===== src/rtl/alu_bist_pkg.sv =====
// Shared constants and types for the ALU BIST response analyzer.
// Holds the MISR polynomial and seed, the FSM state type and the flag bit positions.
package alu_bist_pkg;

    // x^64 + x^4 + x^3 + x + 1
    localparam logic [63:0] MISR_POLY = 64'h0000_0000_0000_001B;
    localparam logic [63:0] SEED      = 64'hFFFF_FFFF_FFFF_FFFF;

    typedef enum logic [1:0] {
        StIdle    = 2'd0,
        StCollect = 2'd1,
        StCheck   = 2'd2,
        StDone    = 2'd3
    } bist_state_e;

    localparam int unsigned FlagCarry    = 6;
    localparam int unsigned FlagOverflow = 5;
    localparam int unsigned FlagZero     = 4;
    localparam int unsigned FlagNegative = 3;
    localparam int unsigned FlagParity   = 2;
    localparam int unsigned FlagModulo   = 1;
    localparam int unsigned FlagSign     = 0;

endpackage


===== src/rtl/alu_misr.sv =====
// Multiple-input signature register: shift-left Galois LFSR with a per-cycle parallel fold.
// Reset and load_seed both return the register to the seed; load_seed wins over en.
module alu_misr
    import alu_bist_pkg::*;
#(
    parameter int unsigned N    = 64,
    parameter logic [N-1:0] Poly = N'(MISR_POLY),
    parameter logic [N-1:0] Seed = N'(SEED)
) (
    input  logic         clk,
    input  logic         rst_n,
    input  logic         load_seed,
    input  logic         en,
    input  logic [N-1:0] fold,
    output logic [N-1:0] sig
);

    logic [N-1:0] sig_d, sig_q;

    always_comb begin
        sig_d = sig_q;
        if (load_seed) begin
            sig_d = Seed;
        end else if (en) begin
            sig_d = {sig_q[N-2:0], 1'b0} ^ (sig_q[N-1] ? Poly : '0) ^ fold;
        end
    end

    always_ff @(posedge clk) begin
        if (!rst_n) begin
            sig_q <= Seed;
        end else begin
            sig_q <= sig_d;
        end
    end

    assign sig = sig_q;

endmodule


===== src/rtl/alu_bist_response_analyzer.sv =====
// BIST response collector for the 64-bit ALU: compresses accepted result beats into a MISR,
// counts vectors and flag events, and compares the final signature against a golden value.
module alu_bist_response_analyzer
    import alu_bist_pkg::*;
#(
    parameter int unsigned N       = 64,
    parameter int unsigned SEL_W   = 6,
    parameter int unsigned NUM_OPS = 35,
    parameter int unsigned CNT_W   = 32,
    parameter int unsigned EV_W    = 16
) (
    input  logic             clk,
    input  logic             rst_n,
    input  logic             start,
    input  logic [CNT_W-1:0] expected_count,
    input  logic [N-1:0]     golden_sig,
    input  logic             in_valid,
    output logic             in_ready,
    input  logic [SEL_W-1:0] in_sel,
    input  logic [N-1:0]     result,
    input  logic [N-1:0]     upper_result,
    input  logic [6:0]       flags,
    output logic             busy,
    output logic             done,
    output logic             pass,
    output logic [N-1:0]     signature,
    output logic [CNT_W-1:0] vec_count,
    output logic [EV_W-1:0]  carry_count,
    output logic [EV_W-1:0]  overflow_count,
    output logic [EV_W-1:0]  zero_count,
    output logic             err_sel
);

    bist_state_e      state_d, state_q;
    logic [CNT_W-1:0] vec_d, vec_q;
    logic [CNT_W-1:0] exp_d, exp_q;
    logic [EV_W-1:0]  carry_d, carry_q;
    logic [EV_W-1:0]  ovf_d, ovf_q;
    logic [EV_W-1:0]  zero_d, zero_q;
    logic             err_d, err_q;
    logic             pass_d, pass_q;

    logic             run_start;
    logic             accept;
    logic             last_beat;
    logic [N-1:0]     fold;

    // start only takes effect from IDLE or DONE; it is ignored while a run is in flight
    assign run_start = start && ((state_q == StIdle) || (state_q == StDone));
    assign accept    = in_valid && in_ready;
    assign last_beat = accept && ((vec_q + CNT_W'(1)) == exp_q);

    assign fold = result
                ^ {upper_result[N-2:0], upper_result[N-1]}
                ^ N'({in_sel, flags});

    alu_misr #(
        .N (N)
    ) u_misr (
        .clk       (clk),
        .rst_n     (rst_n),
        .load_seed (run_start),
        .en        (accept),
        .fold      (fold),
        .sig       (signature)
    );

    always_ff @(posedge clk) begin
        if (!rst_n) begin
            state_q <= StIdle;
        end else begin
            state_q <= state_d;
        end
    end

    always_comb begin
        state_d = state_q;
        unique case (state_q)
            StIdle, StDone: begin
                if (start) begin
                    state_d = (expected_count == '0) ? StCheck : StCollect;
                end
            end
            StCollect: begin
                if (last_beat) begin
                    state_d = StCheck;
                end
            end
            StCheck: state_d = StDone;
            default: state_d = StIdle;
        endcase
    end

    always_comb begin
        in_ready = 1'b0;
        busy     = 1'b0;
        done     = 1'b0;
        unique case (state_q)
            StCollect: begin
                in_ready = 1'b1;
                busy     = 1'b1;
            end
            StCheck: busy = 1'b1;
            StDone:  done = 1'b1;
            default: ;
        endcase
    end

    always_comb begin
        vec_d   = vec_q;
        exp_d   = exp_q;
        carry_d = carry_q;
        ovf_d   = ovf_q;
        zero_d  = zero_q;
        err_d   = err_q;
        pass_d  = pass_q;
        if (run_start) begin
            vec_d   = '0;
            exp_d   = expected_count;
            carry_d = '0;
            ovf_d   = '0;
            zero_d  = '0;
            err_d   = 1'b0;
            pass_d  = 1'b0;
        end else if (accept) begin
            vec_d = vec_q + CNT_W'(1);
            if (flags[FlagCarry] && (carry_q != '1)) begin
                carry_d = carry_q + EV_W'(1);
            end
            if (flags[FlagOverflow] && (ovf_q != '1)) begin
                ovf_d = ovf_q + EV_W'(1);
            end
            if (flags[FlagZero] && (zero_q != '1)) begin
                zero_d = zero_q + EV_W'(1);
            end
            if (32'(in_sel) >= NUM_OPS) begin
                err_d = 1'b1;
            end
        end else if (state_q == StCheck) begin
            pass_d = (signature == golden_sig) && !err_q;
        end
    end

    always_ff @(posedge clk) begin
        if (!rst_n) begin
            vec_q   <= '0;
            exp_q   <= '0;
            carry_q <= '0;
            ovf_q   <= '0;
            zero_q  <= '0;
            err_q   <= 1'b0;
            pass_q  <= 1'b0;
        end else begin
            vec_q   <= vec_d;
            exp_q   <= exp_d;
            carry_q <= carry_d;
            ovf_q   <= ovf_d;
            zero_q  <= zero_d;
            err_q   <= err_d;
            pass_q  <= pass_d;
        end
    end

    assign vec_count      = vec_q;
    assign carry_count    = carry_q;
    assign overflow_count = ovf_q;
    assign zero_count     = zero_q;
    assign err_sel        = err_q;
    assign pass           = pass_q;

endmodule

===== config.mk =====
export PLATFORM = sky130hd
export DESIGN_NAME = alu_bist_response_analyzer
export DESIGN_NICKNAME = d
export VERILOG_FILES = /design/src/rtl/alu_bist_pkg.sv /design/src/rtl/alu_misr.sv /design/src/rtl/alu_bist_response_analyzer.sv
export SDC_FILE = /design/constraint.sdc
export NUM_CORES = 1
export LEC_CHECK = 0
export ABC_AREA = 1
export CAP_MARGIN = 20
export CORE_UTILIZATION = 38
export CTS_BUF_LIST = sky130_fd_sc_hd__clkbuf_8
export DETAILED_ROUTE_END_ITERATION = 7
export PLACE_DENSITY = 0.7
export REMOVE_ABC_BUFFERS = 1
export SYNTH_ARGS = -nofsm -noshare
export SYNTH_HDL_FRONTEND = slang
export SYNTH_HIERARCHICAL = 1
export SYNTH_SLANG_ARGS = --single-unit

===== constraint.sdc =====
create_clock -name clk -period 3.05 [get_ports clk]
set_input_delay 0.4575 -clock clk [delete_from_list [all_inputs] [get_ports clk]]
set_output_delay 0.4575 -clock clk [all_outputs]
set_load 0.02 [all_outputs]

Yosys cells after proc, flatten, opt, wreduce, memory -nomap -nowiden
Index checks and enable logic that the tools add are counted.
{"block": "op_classes", "mux": 8, "eq_ne": 10, "addsub": 4, "order_cmp": 1, "n_bitwise": 6, "reduce_logical": 20}
{"cell": "64-bit bitwise XOR", "count": 3}
{"cell": "64-bit == test", "count": 1}
{"cell": "64-bit by 13-bit bitwise XOR with 64-bit output", "count": 1}
{"cell": "16-bit by 1-bit adder with 16-bit output (second input constant)", "count": 3}
{"cell": "16-bit != test (second input constant)", "count": 3}
{"cell": "32-bit by 1-bit adder with 32-bit output (second input constant)", "count": 1}
{"cell": "32-bit == test", "count": 1}
{"cell": "32-bit logical NOT", "count": 1}
{"cell": "2-bit AND reduction", "count": 6}
{"cell": "1-bit logical AND", "count": 7}
{"cell": "6-bit greater-or-equal comparator (second input constant)", "count": 1}
{"cell": "2-bit 2-to-1 mux", "count": 3}
{"cell": "2-bit case mux with 3 select lines", "count": 1}
{"cell": "2-bit OR reduction", "count": 3}
{"cell": "5-bit 2-to-1 mux", "count": 1}
{"cell": "2-bit == test (second input constant)", "count": 2}
{"cell": "2-bit != test (second input constant)", "count": 2}
{"cell": "1-bit 2-to-1 mux", "count": 3}
{"cell": "2-bit by 1-bit == test with 1-bit output (second input constant)", "count": 1}
{"cell": "2-bit logical NOT", "count": 1}
{"cell": "1-bit NOT", "count": 2}
{"cell": "1-bit logical NOT", "count": 1}
{"cell": "1-bit logical OR", "count": 1}
{"block": "word_totals", "out_inout_bits": 149, "ff_bits": 180, "inputBits": 241}

Depth between registers and ports, before layout
{"block": "depth", "word_depth": 6, "depth_mapped": 18}

Modules after synthesis
The synthesis kept the hierarchy.
{"module": "alu_bist_response_analyzer", "area_per_inst_um2": 8055.2, "cells_per_inst": 1250, "instances": 1}
{"module": "alu_misr", "area_per_inst_um2": 2711.4, "cells_per_inst": 364, "instances": 1}

Least setup slack after synthesis
No wires, ideal clock.
{"block": "synth_timing", "path_type": "register to register", "start": "register state_q[0]", "end": "register u_misr.sig_q[23], in the netlist u_misr/sig[23]", "t_arrival_ns": 2.122, "setup_slack_ns": 0.809, "stages_incl_launch_ff": 11, "path_buffers": 4, "period_less_slack_ns": 2.241, "setup_time_ns": 0.119, "cell_sequence": "dfxtp_1 > ha_1 > nand2_1 > inv_1 > buf_1 > buf_1 > inv_2 > buf_6 > buf_6 > a21oi_1 > nand2_1"}
{"element": "start, declared", "line": "alu_bist_response_analyzer.sv:34", "rtl": "bist_state_e state_d, state_q;"}
{"element": "start signal, assigned", "line": "alu_bist_response_analyzer.sv:70", "rtl": "state_q <= StIdle;"}
{"element": "start signal, assigned", "line": "alu_bist_response_analyzer.sv:72", "rtl": "state_q <= state_d;"}
{"element": "2-bit by 1-bit == test with 1-bit output", "line": "alu_bist_response_analyzer.sv:98", "rtl": "unique case (state_q)"}
{"element": "1-bit 2-to-1 mux", "line": "alu_bist_response_analyzer.sv:98"}
{"element": "via in_ready", "line": "alu_bist_response_analyzer.sv:18", "rtl": "output logic in_ready,"}
{"element": "1-bit logical AND", "line": "alu_bist_response_analyzer.sv:50", "rtl": "assign accept = in_valid && in_ready;"}
{"element": "via accept", "line": "alu_bist_response_analyzer.sv:44", "rtl": "logic accept;"}
{"element": "end signal, assigned", "line": "alu_misr.sv:33", "rtl": "sig_q <= sig_d;"}
{"element": "end, declared", "line": "alu_misr.sv:18", "rtl": "logic [N-1:0] sig_d, sig_q;"}
The timed path passes the listed nets, and every way through them passes these cells.
A chain may end at the register's enable or synchronous reset.

Final worst setup path
{"block": "layout_timing", "start": "register vec_q[0], in the netlist vec_count[0]", "end": "register state_q[1]"}
{"block": "layout_between", "elab_chain_len": 5}
{"element": "start, declared", "line": "alu_bist_response_analyzer.sv:35", "rtl": "logic [CNT_W-1:0] vec_d, vec_q;"}
{"element": "start signal, assigned", "line": "alu_bist_response_analyzer.sv:154", "rtl": "vec_q <= vec_d;"}
{"element": "32-bit by 1-bit adder with 32-bit output", "line": "alu_bist_response_analyzer.sv:51", "rtl": "assign last_beat = accept && ((vec_q + CNT_W'(1)) == exp_q);"}
{"element": "32-bit == test", "line": "alu_bist_response_analyzer.sv:51"}
{"element": "1-bit logical AND", "line": "alu_bist_response_analyzer.sv:51"}
{"element": "2-bit != test (no source line)"}
{"element": "2-bit AND reduction (no source line)"}
No other way between the ends.

==> flow_summary_export.csv <==
group,metric,value,unit
finish,final_core_util,55.80,%
drt,antenna_left,0,
power,irDropWorstVdd,0.2728,mV
floorplan,die_area,29010,um2
sta,fin_crit_sh,83.73,%
worst_setup_path,critPathMaxStageDelay,0.50,ns
drt,routed_wl,38490,um
drt,wl_per_cell,16.09,um
sta,slew_violations,0,
worst_setup_path,r2r_start,"vec_count[0]",
floorplan,core_area,27860,um2
yosys,synthFlopType,"dfxtp_1",
yosys,synthXorXnorAreaFrac,10.26,%
clock_network,cts_sinks,180,
drt,vias_per_cell,4.980,
worst_setup_path,critPathBufInv,0,
yosys,ys_types,40,
sta,setup_violations,0,
worst_setup_path,rrSetupSlack,0.50,ns
yosys,synth_top_area_share,33.47,%
yosys,muxShareOfSynthArea,0,%
yosys,synth_edf_count,0,
placed_design,place.gp.congestion,0.9080,
floorplan,pin_count,390,
yosys,synthAdderAreaFrac,0.8135,%
floorplan,die_y,170.3,um
worst_setup_path,reg2reg_to,"state_q[1]",
job,drv_cap,0,
yosys,yosys.area_share.simple,28.55,%
worst_hold_path,min_from,"pass",
worst_setup_path,cp_top_family,"simple AND/OR/NAND/NOR gates",
drt,drc_errors,0,
worst_setup_path,cp-end-kind,"flop",
floorplan,start_util,38.65,%
clock_network,cts_tree,"built",
yosys,synth_top_family_by_area,"simple AND/OR/NAND/NOR gates",
yosys,ys_seq_elements,180,
placed_design,dp_hpwl,30280,um
clock_network,cts_root_buf,"clkbuf_8",
grt,grt_pass1_wl,57910,um
finish,drive_gt1_share,4.579,%
clock_network,cts_made_buffers,17,
sta,setup-tns-final,0,ns
drt,first_pass_iters,8,
grt,grt_pass1_vias,10777,
sta,timing.fmax,391.6,MHz
clock_network,path_clk_slew,0.10,ns
sta,fin_ws,0.4962,ns
sta,worst_pin_slew,0.7264,ns
finish,syn_to_final_growth,44.38,%
yosys,synthArstFlopShare,0,%
placed_design,preCtsSetupSlack,0.3368,ns
yosys,synth_compound_area_share,18.01,%
sta,skew,0.02516,ns
finish,final_cell_area,15540,um2
worst_hold_path,min_path_type,"reg -> reg",
yosys,yosys.area.top_type,"dfxtp_1",
floorplan,core.rowCount,61,
yosys,syn_area,10770,um2
sta,min_period,2.554,ns
drt,routed-via-count,11912,
sta,slew_headroom,51.57,%
yosys,yosysSeqAreaShare,33.47,%
yosys,synth-warning-count,6,
outcome,outcome,"completed",
worst_setup_path,critPathRequiredTime,3.41,ns
grt,grt_usage,25.86,%
worst_setup_path,critPathSlowestCell,"dfxtp_1",
sta,rsz0062_at_grt,"no",
worst_setup_path,cp.arrival,2.92,ns
worst_setup_path,critical_path_class,"reg -> reg",
grt,antenna_found_initial,6,
placed_design,io_buffers,389,
clock_network,cts_resized,0,
grt,grt-ovfl-total,0,
worst_setup_path,startpoint_type,"flop",
grt,grt_start_max_net_pins,65,
yosys,syn_area_per_cell,6.671,um2
worst_setup_path,reg2reg_depth,18,
clock_network,cts_post_setup_buffers_inserted,0,
finish,layout.nets,2244,
clock_network,cts-hold-fix-buffers,0,
worst_setup_path,path_cells,"ha_1 > nand2_2 > nor2_8 > nand2_4 > nor2_4 > nand2_1 > nand2_1 > nand2_1 > nand2_1 > nand2_1 > nor2_1 > nand2_1 > nor2_1 > nand3_1 > nand2_2 > nand3_1 > nand2_1 > nor2_1",
placed_design,dpl-instance-area,15090,um2
drt,drt-initial-drc-count,907,
worst_setup_path,critPathMaxFanout,8,
worst_setup_path,path_common_cell,"nand2_1",
yosys,synthCells,1614,
yosys,synth_area_leaders,"dfxtp_1 (33%), nand2_1 (12%), a21oi_1 (9.1%)",
worst_hold_path,hold_depth,2,
clock_network,clk_latency,0.48,ns
power,p_per_area,542.7,nW/um2
sta,hold_violations,0,
power,p_leak,6.167,nW
clock_network,cts_buffer_depth,2,
clock_network,htreeDepth,4,
worst_hold_path,whs_endpoint,"pass",
floorplan,die_w,170.3,um
[cell type report]
| type | count | area, um2 |
|---|---|---|
| Clock buffer | 17 | 234.0 |
| Sequential cell | 180 | 3603 |
| Timing Repair Buffer | 407 | 4066 |
| Inverter | 195 | 734.5 |
| Clock inverter | 15 | 210.2 |
| Fill cell | 2674 | 12310 |
| Tap cell | 378 | 473.0 |
| Multi-Input combinational cell | 1195 | 6211 |
| Antenna cell | 5 | 12.51 |
[layer usage]
metal	GRT usage, %	vias to the layer above	share of wire [%]
met5	0	-	0.034
met4	10.42	2	2.8
met3	5.233	60	6.9
met2	44.19	404	48
met1	31.61	5392	42
li1	-	6054	-
[logic make-up (layout without fill, tap and decap cells)]
logic type               count (synthesis)  count (layout)
AO/OA/AOI/OAI                          373             373
XOR/XNOR                               123             123
adder cells (fa/ha/maj)                  7               7
buffers and inverters                  239             634
flip-flops                             180             180
other                                    0               5
AND/OR/NAND/NOR                        692             692
[state kept, by name, indices dropped and copies added, names as in the netlist]
name / cells
u_misr/sig: 64
pass: 1
exp_q: 32
err_sel: 1
carry_count: 16
zero_count: 16
state_q: 2
overflow_count: 16
vec_count: 32
[tightest hold or removal path, delay by kind of cell (launching register included)]
family	cells	cell delay [ns]
AO/OA/AOI/OAI	1	0.05
flip-flops	1	0.32
AND/OR/NAND/NOR	1	0.06
[cell usage in the layout, fill, tap and decap left out, types with 5 or more instances in the layout]
cell type / netlist / layout
inv_8: 0 / 6
xor2_1: 86 / 86
dfxtp_1: 180 / 180
nand2_2: 8 / 9
nor2_1: 136 / 135
inv_1: 192 / 192
buf_4: 0 / 15
nor2_4: 7 / 7
ha_1: 7 / 7
o211ai_1: 11 / 11
nor2_2: 4 / 5
nor3_1: 20 / 20
nand4_1: 20 / 20
or2_2: 12 / 12
o22ai_1: 8 / 8
nand3_1: 100 / 100
xnor2_1: 35 / 35
clkbuf_8: 0 / 17
nand2_1: 341 / 340
nand3b_1: 10 / 10
a21oi_1: 196 / 196
clkdlybuf4s50_1: 0 / 389
nor4_1: 18 / 18
nor3b_1: 5 / 5
o21ai_0: 143 / 143
diode_2: 0 / 5
a211oi_1: 6 / 6
[worst max path at each step]
stage | startpoint | endpoint | slack [ns] | depth (start not counted)
after CTS | vec_count[0] | state_q[1] | 0.53 | 18
after floorplan | state_q[0] | carry_count[4] | -0.78 | 8
final | vec_count[0] | state_q[1] | 0.50 | 18
after global routing | state_q[0] | zero_count[12] | 0.31 | 10
after global placement | in_valid | overflow_count[15] | 0.36 | 11
after detailed placement | in_valid | overflow_count[15] | 0.34 | 11
[through the flow]
stage,cells,hold slack (ns),power (mW)
floorplan,1570,0.4435,5.031
global placement,2355,0.4541,6.576
detailed placement,2355,0.4533,6.633
CTS,2387,0.4687,8.479
global route,2392,0.4818,8.949
finish,2392,0.4661,8.436
[cell usage after synthesis, types with 2 or more instances]
master / count
nand2_1: 341
a21oi_1: 196
inv_1: 192
dfxtp_1: 180
o21ai_0: 143
nor2_1: 136
nand3_1: 100
xor2_1: 86
xnor2_1: 35
clkbuf_1: 22
nand4_1: 20
nor3_1: 20
nor4_1: 18
buf_2: 12
or2_2: 12
o211ai_1: 11
nand3b_1: 10
nand2_2: 8
o22ai_1: 8
ha_1: 7
nor2_4: 7
a211oi_1: 6
buf_6: 6
nor3b_1: 5
buf_1: 4
nor2_2: 4
and2_1: 3
inv_2: 3
and3_1: 2
nand2_4: 2
nand3_2: 2
o21a_1: 2
o21ai_1: 2
o21bai_1: 2
xnor3_1: 2
[power by group]
part,internal (mW),total (mW),switching (mW)
sequential,2.75,3.26,0.508
clock,0.786,1.84,1.05
combinational,1.47,3.34,1.87
total,5.01,8.44,3.43
No activity file was read; power rests on OpenSTA's default activity.
